--- config.mk ---
export PLATFORM = sky130hd
export DESIGN_NAME = pong_paddle_ctrl
export DESIGN_NICKNAME = d
export VERILOG_FILES = /design/src/rtl/pong_paddle_ctrl.sv
export SDC_FILE = /design/constraint.sdc
export NUM_CORES = 1
export LEC_CHECK = 0
export ABC_AREA = 1
export CAP_MARGIN = 30
export CORE_MARGIN = 2
export CORE_UTILIZATION = 30
export DETAILED_ROUTE_END_ITERATION = 6
export SETUP_SLACK_MARGIN = 0.2
export SLEW_MARGIN = 15
export SYNTH_ARGS = -nofsm -noshare
export SYNTH_HDL_FRONTEND = slang
export SYNTH_SLANG_ARGS = --single-unit
--- constraint.sdc ---
create_clock -name clk -period 3.87 [get_ports clk]
set_input_delay 0.9675 -clock clk [delete_from_list [all_inputs] [get_ports clk]]
set_output_delay 0.9675 -clock clk [all_outputs]
set_load 0.02 [all_outputs]
--- src/rtl/pong_paddle_ctrl.sv ---
// N-player paddle controller: 2-flop button sync, per-button debounce, per-frame clamped moves.
// Optional define PADDLE_ACCEL_EN doubles the step after 15 consecutive held ticks.
module pong_paddle_ctrl #(
  parameter int unsigned NUM_PADDLES = 2,
  parameter int unsigned POS_W       = 10,
  parameter int unsigned SCREEN_H    = 480,
  parameter int unsigned PADDLE_H    = 80,
  parameter int unsigned STEP        = 4,
  parameter int unsigned DB_CYCLES   = 250000
) (
  input  logic                         clk,
  input  logic                         rst,
  input  logic                         frame_tick,
  input  logic [NUM_PADDLES-1:0]       up_btn,
  input  logic [NUM_PADDLES-1:0]       down_btn,
  output logic [NUM_PADDLES*POS_W-1:0] paddle_y,
  output logic [NUM_PADDLES-1:0]       at_top,
  output logic [NUM_PADDLES-1:0]       at_bottom,
  output logic [2*NUM_PADDLES-1:0]     btn_db
);

  localparam int unsigned NB    = 2 * NUM_PADDLES;
  localparam int unsigned CNT_W = $clog2(DB_CYCLES + 1);
  localparam int unsigned YMAX  = SCREEN_H - PADDLE_H;

  localparam logic [POS_W-1:0] Y_MAX   = POS_W'(YMAX);
  localparam logic [POS_W-1:0] Y_RST   = POS_W'(YMAX / 2);
  localparam logic [POS_W:0]   YMAX_W  = (POS_W+1)'(YMAX);
  localparam logic [POS_W:0]   STEP_W  = (POS_W+1)'(STEP);
  localparam logic [CNT_W-1:0] DB_LAST = CNT_W'(DB_CYCLES - 1);

  typedef enum logic [1:0] {S_IDLE, S_UP, S_DOWN} move_e;

  logic [NB-1:0]    sync1_q, sync1_d, sync2_q, sync2_d, db_q, db_d;
  logic [CNT_W-1:0] db_cnt_q [NB];
  logic [CNT_W-1:0] db_cnt_d [NB];

  logic [POS_W-1:0] y_q [NUM_PADDLES];
  logic [POS_W-1:0] y_d [NUM_PADDLES];
  logic [NUM_PADDLES-1:0] at_top_q, at_top_d, at_bot_q, at_bot_d;

  move_e          cur_st [NUM_PADDLES];
  logic [POS_W:0] step_w [NUM_PADDLES];
  logic [POS_W:0] sum_w  [NUM_PADDLES];
  logic [POS_W:0] diff_w [NUM_PADDLES];

`ifdef PADDLE_ACCEL_EN
  move_e      st_q   [NUM_PADDLES];
  logic [3:0] hold_q [NUM_PADDLES];
  logic [3:0] hold_d [NUM_PADDLES];
  logic [3:0] eff_hold [NUM_PADDLES];
`endif

  // Synchroniser and debouncer, bits ordered {down, up}
  always_comb begin
    sync1_d = {down_btn, up_btn};
    sync2_d = sync1_q;
    db_d    = db_q;
    for (int unsigned i = 0; i < NB; i++) begin
      db_cnt_d[i] = '0;
      if (sync2_q[i] != db_q[i]) begin
        if (db_cnt_q[i] == DB_LAST) db_d[i] = sync2_q[i];
        else                        db_cnt_d[i] = db_cnt_q[i] + CNT_W'(1);
      end
    end
  end

  // Move direction is decoded combinationally from the registered debounced
  // levels, so a tick always acts on the pre-edge btn_db value.
  always_comb begin
    for (int unsigned p = 0; p < NUM_PADDLES; p++) begin
      cur_st[p] = S_IDLE;
      if (db_q[p] && !db_q[NUM_PADDLES+p])      cur_st[p] = S_UP;
      else if (db_q[NUM_PADDLES+p] && !db_q[p]) cur_st[p] = S_DOWN;
    end
  end

  always_comb begin
    for (int unsigned p = 0; p < NUM_PADDLES; p++) begin
`ifdef PADDLE_ACCEL_EN
      eff_hold[p] = (cur_st[p] != st_q[p]) ? 4'd0 : hold_q[p];
      step_w[p]   = (eff_hold[p] == 4'd15) ? (STEP_W << 1) : STEP_W;
      if (cur_st[p] == S_IDLE)
        hold_d[p] = 4'd0;
      else if (frame_tick)
        hold_d[p] = (eff_hold[p] == 4'd15) ? 4'd15 : eff_hold[p] + 4'd1;
      else
        hold_d[p] = eff_hold[p];
`else
      step_w[p] = STEP_W;
`endif
      sum_w[p]  = {1'b0, y_q[p]} + step_w[p];
      diff_w[p] = {1'b0, y_q[p]} - step_w[p];
      y_d[p]    = y_q[p];
      if (frame_tick) begin
        case (cur_st[p])
          S_UP:    y_d[p] = ({1'b0, y_q[p]} >= step_w[p]) ? diff_w[p][POS_W-1:0] : '0;
          S_DOWN:  y_d[p] = (sum_w[p] <= YMAX_W) ? sum_w[p][POS_W-1:0] : Y_MAX;
          default: y_d[p] = y_q[p];
        endcase
      end
      at_top_d[p] = (y_d[p] == '0);
      at_bot_d[p] = (y_d[p] == Y_MAX);
    end
  end

  always_ff @(posedge clk or negedge rst) begin
    if (!rst) begin
      sync1_q  <= '0;
      sync2_q  <= '0;
      db_q     <= '0;
      at_top_q <= '0;
      at_bot_q <= '0;
      for (int unsigned i = 0; i < NB; i++) db_cnt_q[i] <= '0;
      for (int unsigned p = 0; p < NUM_PADDLES; p++) begin
        y_q[p] <= Y_RST;
`ifdef PADDLE_ACCEL_EN
        st_q[p]   <= S_IDLE;
        hold_q[p] <= '0;
`endif
      end
    end else begin
      sync1_q  <= sync1_d;
      sync2_q  <= sync2_d;
      db_q     <= db_d;
      at_top_q <= at_top_d;
      at_bot_q <= at_bot_d;
      for (int unsigned i = 0; i < NB; i++) db_cnt_q[i] <= db_cnt_d[i];
      for (int unsigned p = 0; p < NUM_PADDLES; p++) begin
        y_q[p] <= y_d[p];
`ifdef PADDLE_ACCEL_EN
        st_q[p]   <= cur_st[p];
        hold_q[p] <= hold_d[p];
`endif
      end
    end
  end

  always_comb begin
    paddle_y = '0;
    for (int unsigned p = 0; p < NUM_PADDLES; p++)
      paddle_y[p*POS_W +: POS_W] = y_q[p];
  end

  assign at_top    = at_top_q;
  assign at_bottom = at_bot_q;
  assign btn_db    = db_q;

endmodule

==> results.txt, run 1 <==
Endpoints failing hold = 0
Max H-tree Level = 3
Synth area leader = dfrtp_1
Ys async rst share = 100%
Final ANT Viol Nets = 0
Initial Util = 30.3%
Syn Area/Cell = 7.86 um^2
CTS Hold Bufs = 0
Top cells by area, synth = dfrtp_1 42%, nand2_1 9.5%, inv_1 7.1%
Worst VDD drop = 0.207 mV
Post-CTS resize count = 0
Max_cap viols = 0
Ys flop type = dfrtp_1
LEAKAGE = 3.23 nW
Nets = 841
Final Cycle Share = 67.8%
Post-layout power = 2.38 mW
Die W = 146 um
RePlAce Congestion = 0.812
Wire per inst = 11.3 um
Min Tclk post-route = 2.62 ns
Seq cells post-synth = 108
Setup TNS = 0 ns
# Post-CTS Setup Buffers = 0
Status = finished, final reports clean
Slew Limit Fails = 0
Hold crit path type = register to register
CP cell instances = clkdlybuf4s50_1
Worst-case clock buffer depth = 2
Number of synthesized flops with an enable pin = 0
Synth top area share = 42.0%
First-pass GRT wire length = 21000 um
Crit path max fanout = 9
Startpoint class of the critical path = register
Drt first pass iters = 5
Critical Path RT = 2.90 ns
Crit Path Class = register to output port
Final wirelength = 12300 um
CP endpoint kind = output port
Die area = 21400 um^2
Area delta synth->final = 17.0%
Sequential-to-total area share from yosys stat = 44.6%
Core area = 20000 um^2
Post-Syn Area = 6080 um^2
Largest net degree at the start of global routing = 91
Synth Instances = 774
Drt initial violations = 254
Critical path's top delay family = flip-flops
TritonCTS Buffers = 9
All-Layer GR Usage = 11.9%
CTS tree = done
RSZ-0062 raised after global routing = no
GR Overflow Total = 0
Number of vias per cell = 4.40
Unique masters post-synth = 43
PortBufs = 34
Fmax = 0.381 GHz
Detail Placement HPWL = 9140 um
Slew margin rel. = 64.4%
Post-Layout Inst Area = 7120 um^2
Vias in the first global route = 4483
Post-Syn Nets = 797
Top post-synthesis cells by count = 154 x nand2_1, 115 x inv_1, 102 x dfrtp_1, 102 x nor2_1, 46 x nand3_1
Crit path buf inv count = 1
Layout cells sized above 1 = 10.3%
Final setup skew = 0.0120 ns
Cell with the most instances after synthesis = nand2_1
Hold slack final = 0.355 ns
Critical Path AT = 1.66 ns
Clock Latency Late Sink = 0.36 ns
Dpl cell area = 6770 um^2
CP peak stage delay = 0.65 ns
Synth warn = 0
Via count = 4812
Power Density = 334 nW/um^2
Rows = 52
I/O Pins = 35
Ant. Diodes = 0
Worst-Margin Slew = 0.529 ns
Clock sinks = 108
Antenna violations before repair = 0
CP max stage cell = dfstp_2
# DRC = 0
Reg clk slew, reported paths = 0.07 ns
Final core utilization = 35.5%
Die Y = 146 um
Finish-stage setup viols = 0
Root buf cell = clkbuf_16
Fillcell total = 2118
## cell usage in the layout, fill, tap and decap left out, drive strengths merged, types with 24 or more instances in the layout
master         synthesis  layout
inv                  120     123
clkdlybuf4s50          0      33
nand2                166     166
a21oi                 37      37
o21ai                 26      26
xor2                  24      24
nand3                 51      51
dfrtp                102     102
nor2                 118     118
nor3                  40      40
## where the power goes
| group | switching [mW] | internal, mW | leakage [nW] |
|---|---|---|---|
| logic | 0.0944 | 0.0499 | 1.64 |
| registers | 0.0199 | 1.15 | 1.43 |
| clock network | 0.426 | 0.640 | 0.168 |
## flip-flops by register name (all words and copies together) (netlist names)
name       count
at_bottom      2
at_top         2
btn_db         4
db_cnt_q      72
paddle_y      20
sync1_q        4
sync2_q        4
## per-stage QoR
stage | instances | setup WS [ns]
2_1_floorplan | 774 | 1.82
3_3_place_gp | 1077 | 1.17
3_5_place_dp | 1077 | 1.12
4_1_cts | 1093 | 1.22
5_1_grt | 1093 | 1.19
6_report | 1093 | 1.25
## cell type report
type / instances / area [um^2] / share of cell area (%)
Clock inverter: 6 / 116 / 1.64
Clock buffer: 10 / 229 / 3.22
Multi-Input combinational cell: 537 / 2880 / 40.5
Sequential cell: 108 / 2710 / 38.1
Tap cell: 270 / 338 / 4.75
Inverter: 125 / 469 / 6.59
Timing Repair Buffer: 37 / 373 / 5.24
## worst paths after layout
kind | start | cells after the start | endpoint | slack, ns
max reg2reg | paddle_y[13] | 13 | at_bottom[1] | 1.71
max | paddle_y[17] | 1 | paddle_y[17] | 1.25
min reg2reg | sync1_q[2] | 0 | sync2_q[2] | 0.35
min | sync1_q[2] | 0 | sync2_q[2] | 0.35
max in group asynchronous | rst | 2 | paddle_y[7] | 2.61
min in group asynchronous | rst | 1 | db_cnt_q[44] | 0.48
## metal layers
layer | GRT usage (%) | vias up | wire length [um]
met5 | 0 | - | 0
met4 | 3.98 | 0 | 157
met3 | 2.78 | 10 | 328
met2 | 18.9 | 50 | 5730
met1 | 16.2 | 2204 | 6100
li1 | - | 2548 | -
## kinds of logic after synthesis
kind of cell | count (synthesis) | share of synthesized area (%)
AND/OR/NAND/NOR | 410 | 32.0
buffers and inverters | 129 | 8.07
AO/OA/AOI/OAI | 79 | 7.43
XOR/XNOR | 32 | 4.61
flip-flops | 108 | 44.6
adder cells (fa/ha/maj) | 16 | 3.29
No activity file was read; power rests on OpenSTA's default activity.
==> inputs of run 2 (changes only) <==
- clock period: 3.87 -> 2.5 ns (I/O delays scaled with it)
==> run 2 against run 1 <==
Sequential share of layout area shrank 0.24 points. Register-to-register slack lost 1.3 ns. Via count grew 0.94%. Sequential power grew 55%. Cell area grew 0.69%. Clock power grew 43%. Setup slack lost 1.0 ns. Total power grew 50%. Critical path depth grew 1. Critical endpoint is now paddle_y[3].
==> results.txt, run 2 (synthesized netlist as in run 1, its figures left out) <==
Status = finished, final reports clean
Die W = 146 um (unchanged)
First-pass GRT wire length = 20900 um (-0.89%)
Detail Placement HPWL = 9210 um (+0.71%)
CTS Hold Bufs = 0 (unchanged)
Initial Util = 30.3% (unchanged)
Final ANT Viol Nets = 0 (unchanged)
Drt first pass iters = 4 (-1)
Power Density = 499 nW/um^2 (+49%)
Die Y = 146 um (unchanged)
Dpl cell area = 6810 um^2 (+0.52%)
Clock Latency Late Sink = 0.35 ns (about the same)
Slew margin rel. = 64.1% (-0.30 points)
Worst-Margin Slew = 0.533 ns (+0.00451 ns)
Post-layout power = 3.58 mW (+50%)
Ant. Diodes = 0 (unchanged)
Post-placement setup slack = 0.217 ns (-0.908 ns)
Clock sinks = 108 (unchanged)
Commonest non-fill, non-tap cell in the layout = nand2_1
Setup TNS = 0 ns (unchanged)
Startpoint class of the critical path = register
Largest net degree at the start of global routing = 38 (-58%)
Slew Limit Fails = 0 (unchanged)
Largest register by flop count = db_cnt_q
Worst-case clock buffer depth = 2 (unchanged)
Critical Path RT = 1.88 ns (-1.02 ns)
Final setup skew = 0.0132 ns (+0.00125 ns)
Reg2Reg Setup Slack = 0.41 ns (-1.30 ns)
CTS tree = done
# DRC = 0 (unchanged)
LEAKAGE = 3.24 nW (+0.33%)
CP peak stage delay = 0.59 ns (-0.06 ns)
Worst VDD drop = 0.355 mV (+71%)
Hold slack final = 0.243 ns (-0.112 ns)
Layer with the highest usage = met2
Met1 usage = 15.8% (-0.33 points)
Max reg flops = 72 (unchanged)
Final core utilization = 35.8% (+0.24 points)
Max H-tree Level = 3 (unchanged)
Area delta synth->final = 17.8%
Post-layout instance count excluding filler cells = 1097 (+0.37%)
RSZ-0062 raised after global routing = no
Worst R2R Path Depth = 14 (+1)
Core area = 20000 um^2 (unchanged)
Antenna violations before repair = 0 (unchanged)
PortBufs = 34 (unchanged)
Die area = 21400 um^2 (unchanged)
Endpoints failing hold = 0 (unchanged)
Final wirelength = 12300 um (-0.22%)
Via count = 4857 (+0.94%)
Crit Path Class = register to output port
Crit path max fanout = 5 (-4)
TritonCTS Buffers = 9 (unchanged)
Finish-stage setup viols = 0 (unchanged)
Met2 Use GR = 19.2% (+0.33 points)
Post-Layout Inst Area = 7160 um^2 (+0.69%)
Fmax = 0.443 GHz
Reg-to-reg startpoint = paddle_y[13]
Number of vias per cell = 4.43 (+0.57%)
Critical Path AT = 1.63 ns (-0.03 ns)
I/O Pins = 35 (unchanged)
Nets = 845 (+0.48%)
GR Overflow Total = 0 (unchanged)
Met3 usage = 1.69% (-1.1 points)
Drt initial violations = 259 (+2.0%)
FF-to-FF End = at_bottom[1]
Max_cap viols = 0 (unchanged)
Commonest cells after routing, fill and taps aside = 153 x nand2_1, 114 x inv_1, 101 x nor2_1, 101 x dfrtp_1, 46 x nand3_1
Root buf cell = clkbuf_16
Reg clk slew, reported paths = 0.08 ns (about the same)
All-Layer GR Usage = 11.6% (-0.30 points)
Rows = 52 (unchanged)
Dpl cells = 1080 (+0.28%)
RePlAce Congestion = 0.824 (+1.5%)
Hold crit path type = input pin to async pin
CP max stage cell = clkdlybuf4s50_1
Vias in the first global route = 4550 (+1.5%)
CP cell instances = buf_4, clkdlybuf4s50_1
Layout cells sized above 1 = 11.6% (+1.3 points)
Wire per inst = 11.2 um (-0.58%)
CP endpoint kind = output port
Setup WS post-layout = 0.243 ns (-1.00 ns)
Final Cycle Share = 90.3%
Critical path startpoint = paddle_y[3]
Min Tclk post-route = 2.26 ns
-- run 2: metal layers --
metal  wire [um]  part of all wire, %
met2        5720                   47
met4         160                  1.3
met5           0                    0
met3         187                  1.5
met1        6220                   51
-- run 2: worst max path at each step --
stage | end | depth (start not counted)
after floorplan | at_top[1] | 9
after global placement | at_top[1] | 9
after detailed placement | at_top[1] | 7
after CTS | paddle_y[17] | 1
after global routing | paddle_y[3] | 2
final | paddle_y[3] | 2
-- run 2: timing repair --
item                       4_1_cts  5_1_grt
setup endpoints to repair        0        7
resized for setup                0       10
setup buffers                    0        1
-- run 2: final cells by class --
| class | count | area (um^2) |
|---|---|---|
| Fill cell | 2121 | 12900 |
| Multi-Input combinational cell | 537 | 2900 |
| Sequential cell | 108 | 2710 |
| Inverter | 125 | 469 |
| Timing Repair Buffer | 41 | 418 |
| Tap cell | 270 | 338 |
| Clock buffer | 10 | 229 |
| Clock inverter | 6 | 95.1 |
-- run 2: critical path: cells and delay by family, from the launching register on --
family	cells	cell delay, ns
flops	1	0.57
buf+inv	2	0.72
-- run 2: power by group --
part	leakage [nW]	internal [mW]	switching, mW
Sequential	1.42	1.78	0.0302
Clock	0.158	0.889	0.644
Combinational	1.66	0.0836	0.150
Total	3.24	2.75	0.824
==> inputs of run 3 (changes only) <==
- DONT_BUFFER_PORTS: unset -> 1
==> run 3 against run 2 <==
The run now ends with negative hold slack left. Final cell count down 2.6%. Critical path depth up 11. Utilization down 1.2 points. First-iteration DRC count up 30%. Flip-flop and latch count unchanged. Count of clock-buffer cells in the layout unchanged. Combinational power down 24%. Sequential power about the same. Total power down 5.3%. Via count down 1.4%. Sequential share of layout area up 1.4 points. Critical path type is now register to register. Critical endpoint is now at_bottom[1]. Largest power group unchanged. Highest routed layer unchanged.
==> results.txt, run 3 (synthesized netlist as in run 1, its figures left out) <==
Status = complete, but fails checks
Failing checks = negative hold slack
Min Tclk post-route = 2.18 ns (-0.0774 ns)
Largest net degree at the start of global routing = 109 (+190%)
Startpoint class of the critical path = register
Largest register by flop count = db_cnt_q
GR Overflow Total = 0 (unchanged)
Hold slack final = -0.0468 ns (-0.290 ns)
Worst VDD drop = 0.292 mV (-18%)
Drt initial violations = 337 (+30%)
Worst-case clock buffer depth = 2 (unchanged)
Post-layout power = 3.38 mW (-5.3%)
CP cell instances = ha_4, nand3_4, nor2_1, nor2_1, nor2_1, nand3_2, nand2_2, nand2_4, nand2_4, nand2_1, a21oi_2, nand3_2, nor2_1
Setup WS post-layout = 0.320 ns (+0.0774 ns)
Reg2Reg Setup Slack = 0.32 ns (-0.09 ns)
Met3 usage = 1.38% (-0.31 points)
Crit Path Class = register to register
Clock sinks = 108 (unchanged)
Rows = 52 (unchanged)
Final Cycle Share = 87.2% (-3.1 points)
Vias in the first global route = 4474 (-1.7%)
Endpoints failing hold = 89 (+89)
All-Layer GR Usage = 11.5% (-0.14 points)
Drt first pass iters = 4 (unchanged)
Max_cap viols = 0 (unchanged)
Die W = 146 um (unchanged)
Reg-to-reg startpoint = paddle_y[13]
Critical Path RT = 2.79 ns (+0.91 ns)
Crit path max fanout = 7 (+2)
Antenna violations before repair = 0 (unchanged)
Worst-Margin Slew = 0.508 ns (-0.0255 ns)
Nets = 816 (-3.4%)
PortBufs = 0 (-100%)
RePlAce Congestion = 0.892 (+8.3%)
Commonest cells after routing, fill and taps aside = 146 x nand2_1, 110 x inv_1, 101 x dfrtp_1
CP endpoint kind = register
Most frequent CP cell = nor2_1
Slew margin rel. = 66.2% (+2.0 points)
Met2 Use GR = 18.4% (-0.80 points)
Power Density = 489 nW/um^2 (-1.9%)
Worst setup path endpoint = at_bottom[1]
CTS tree = done
Number of vias per cell = 4.48 (+1.3%)
Reg clk slew, reported paths = 0.08 ns (about the same)
Crit path buf inv count = 0 (-2)
Area delta synth->final = 13.7%
RSZ-0062 raised after global routing = yes
Layout cells sized above 1 = 15.4% (+3.8 points)
I/O Pins = 35 (unchanged)
Via count = 4789 (-1.4%)
Slew Limit Fails = 0 (unchanged)
Max H-tree Level = 3 (unchanged)
# DRC = 0 (unchanged)
CP max stage cell = dfstp_2
Final ANT Viol Nets = 0 (unchanged)
Clock Latency Late Sink = 0.36 ns (about the same)
Critical path's top delay family = simple AND/OR/NAND/NOR gates
First-pass GRT wire length = 20500 um (-1.5%)
Ant. Diodes = 0 (unchanged)
Critical Path AT = 2.47 ns (+0.84 ns)
Setup TNS = 0 ns (unchanged)
Detail Placement HPWL = 8860 um (-3.8%)
Wire per inst = 11.3 um (+1.2%)
Post-placement setup slack = 0.268 ns (+0.0512 ns)
Root buf cell = clkbuf_16
Hold crit path type = input pin to async pin
Met1 usage = 15.5% (-0.30 points)
Commonest non-fill, non-tap cell in the layout = nand2_1
Critical Path Stages = 13 (+11)
Critical path startpoint = paddle_y[13]
Finish-stage setup viols = 0 (unchanged)
Worst R2R Path Depth = 13 (-1)
Final setup skew = 0.00914 ns (-0.00407 ns)
Final wirelength = 12100 um (-1.5%)
Die area = 21400 um^2 (unchanged)
Fmax = 0.459 GHz (+3.6%)
Core area = 20000 um^2 (unchanged)
Die Y = 146 um (unchanged)
Layer with the highest usage = met2
Initial Util = 30.3% (unchanged)
LEAKAGE = 3.15 nW (-2.9%)
TritonCTS Buffers = 9 (unchanged)
FF-to-FF End = at_bottom[1]
Final core utilization = 34.5% (-1.2 points)
CP peak stage delay = 0.69 ns (+0.10 ns)
Max reg flops = 72 (unchanged)
==> run 3: per-layer routing <==
layer,wire length [um],up-vias
met5,0,-
met4,168,0
met3,271,8
met2,5520,54
met1,6140,2231
li1,-,2496
==> run 3: per-stage QoR <==
| step | std cells | cell area, um^2 | hold WS [ns] |
|---|---|---|---|
| 2_1_floorplan | 774 | 6080 | 0.329 |
| 3_3_place_gp | 1049 | 6460 | 0.332 |
| 3_5_place_dp | 1049 | 6460 | 0.332 |
| 4_1_cts | 1065 | 6750 | -0.0613 |
| 5_1_grt | 1068 | 6910 | -0.0629 |
| 6_report | 1068 | 6910 | -0.0468 |
==> run 3: final cells by class <==
class	instances	area, um^2
fill	2111	13100
multi-input combinational	537	3020
sequential	108	2710
inverter	125	469
tap	270	338
clock buffer	10	229
timing repair buffer	12	90.1
clock inverter	6	57.6
==> run 3: how the worst min path moves through the flow <==
stage	start	to	slack (ns)	cells after the start
floorplan	rst	at_bottom[0]	0.33	0
global placement	rst	db_cnt_q[46]	0.33	0
detailed placement	rst	db_cnt_q[44]	0.33	0
CTS	rst	db_cnt_q[46]	-0.06	0
global route	rst	db_cnt_q[44]	-0.06	0
finish	rst	db_cnt_q[44]	-0.05	0
==> run 3: report_power, final <==
part           switching, mW  internal [mW]  leakage, nW
Combinational          0.113         0.0639         1.58
Sequential            0.0375           1.78         1.42
Clock                  0.692          0.700        0.141
Total                  0.843           2.54         3.15
==> run 3: timing repair <==
item	in CTS	in global routing
resized for setup	0	38
setup endpoints to repair	0	12
endpoints found under the hold margin	102	102
setup buffers	0	3
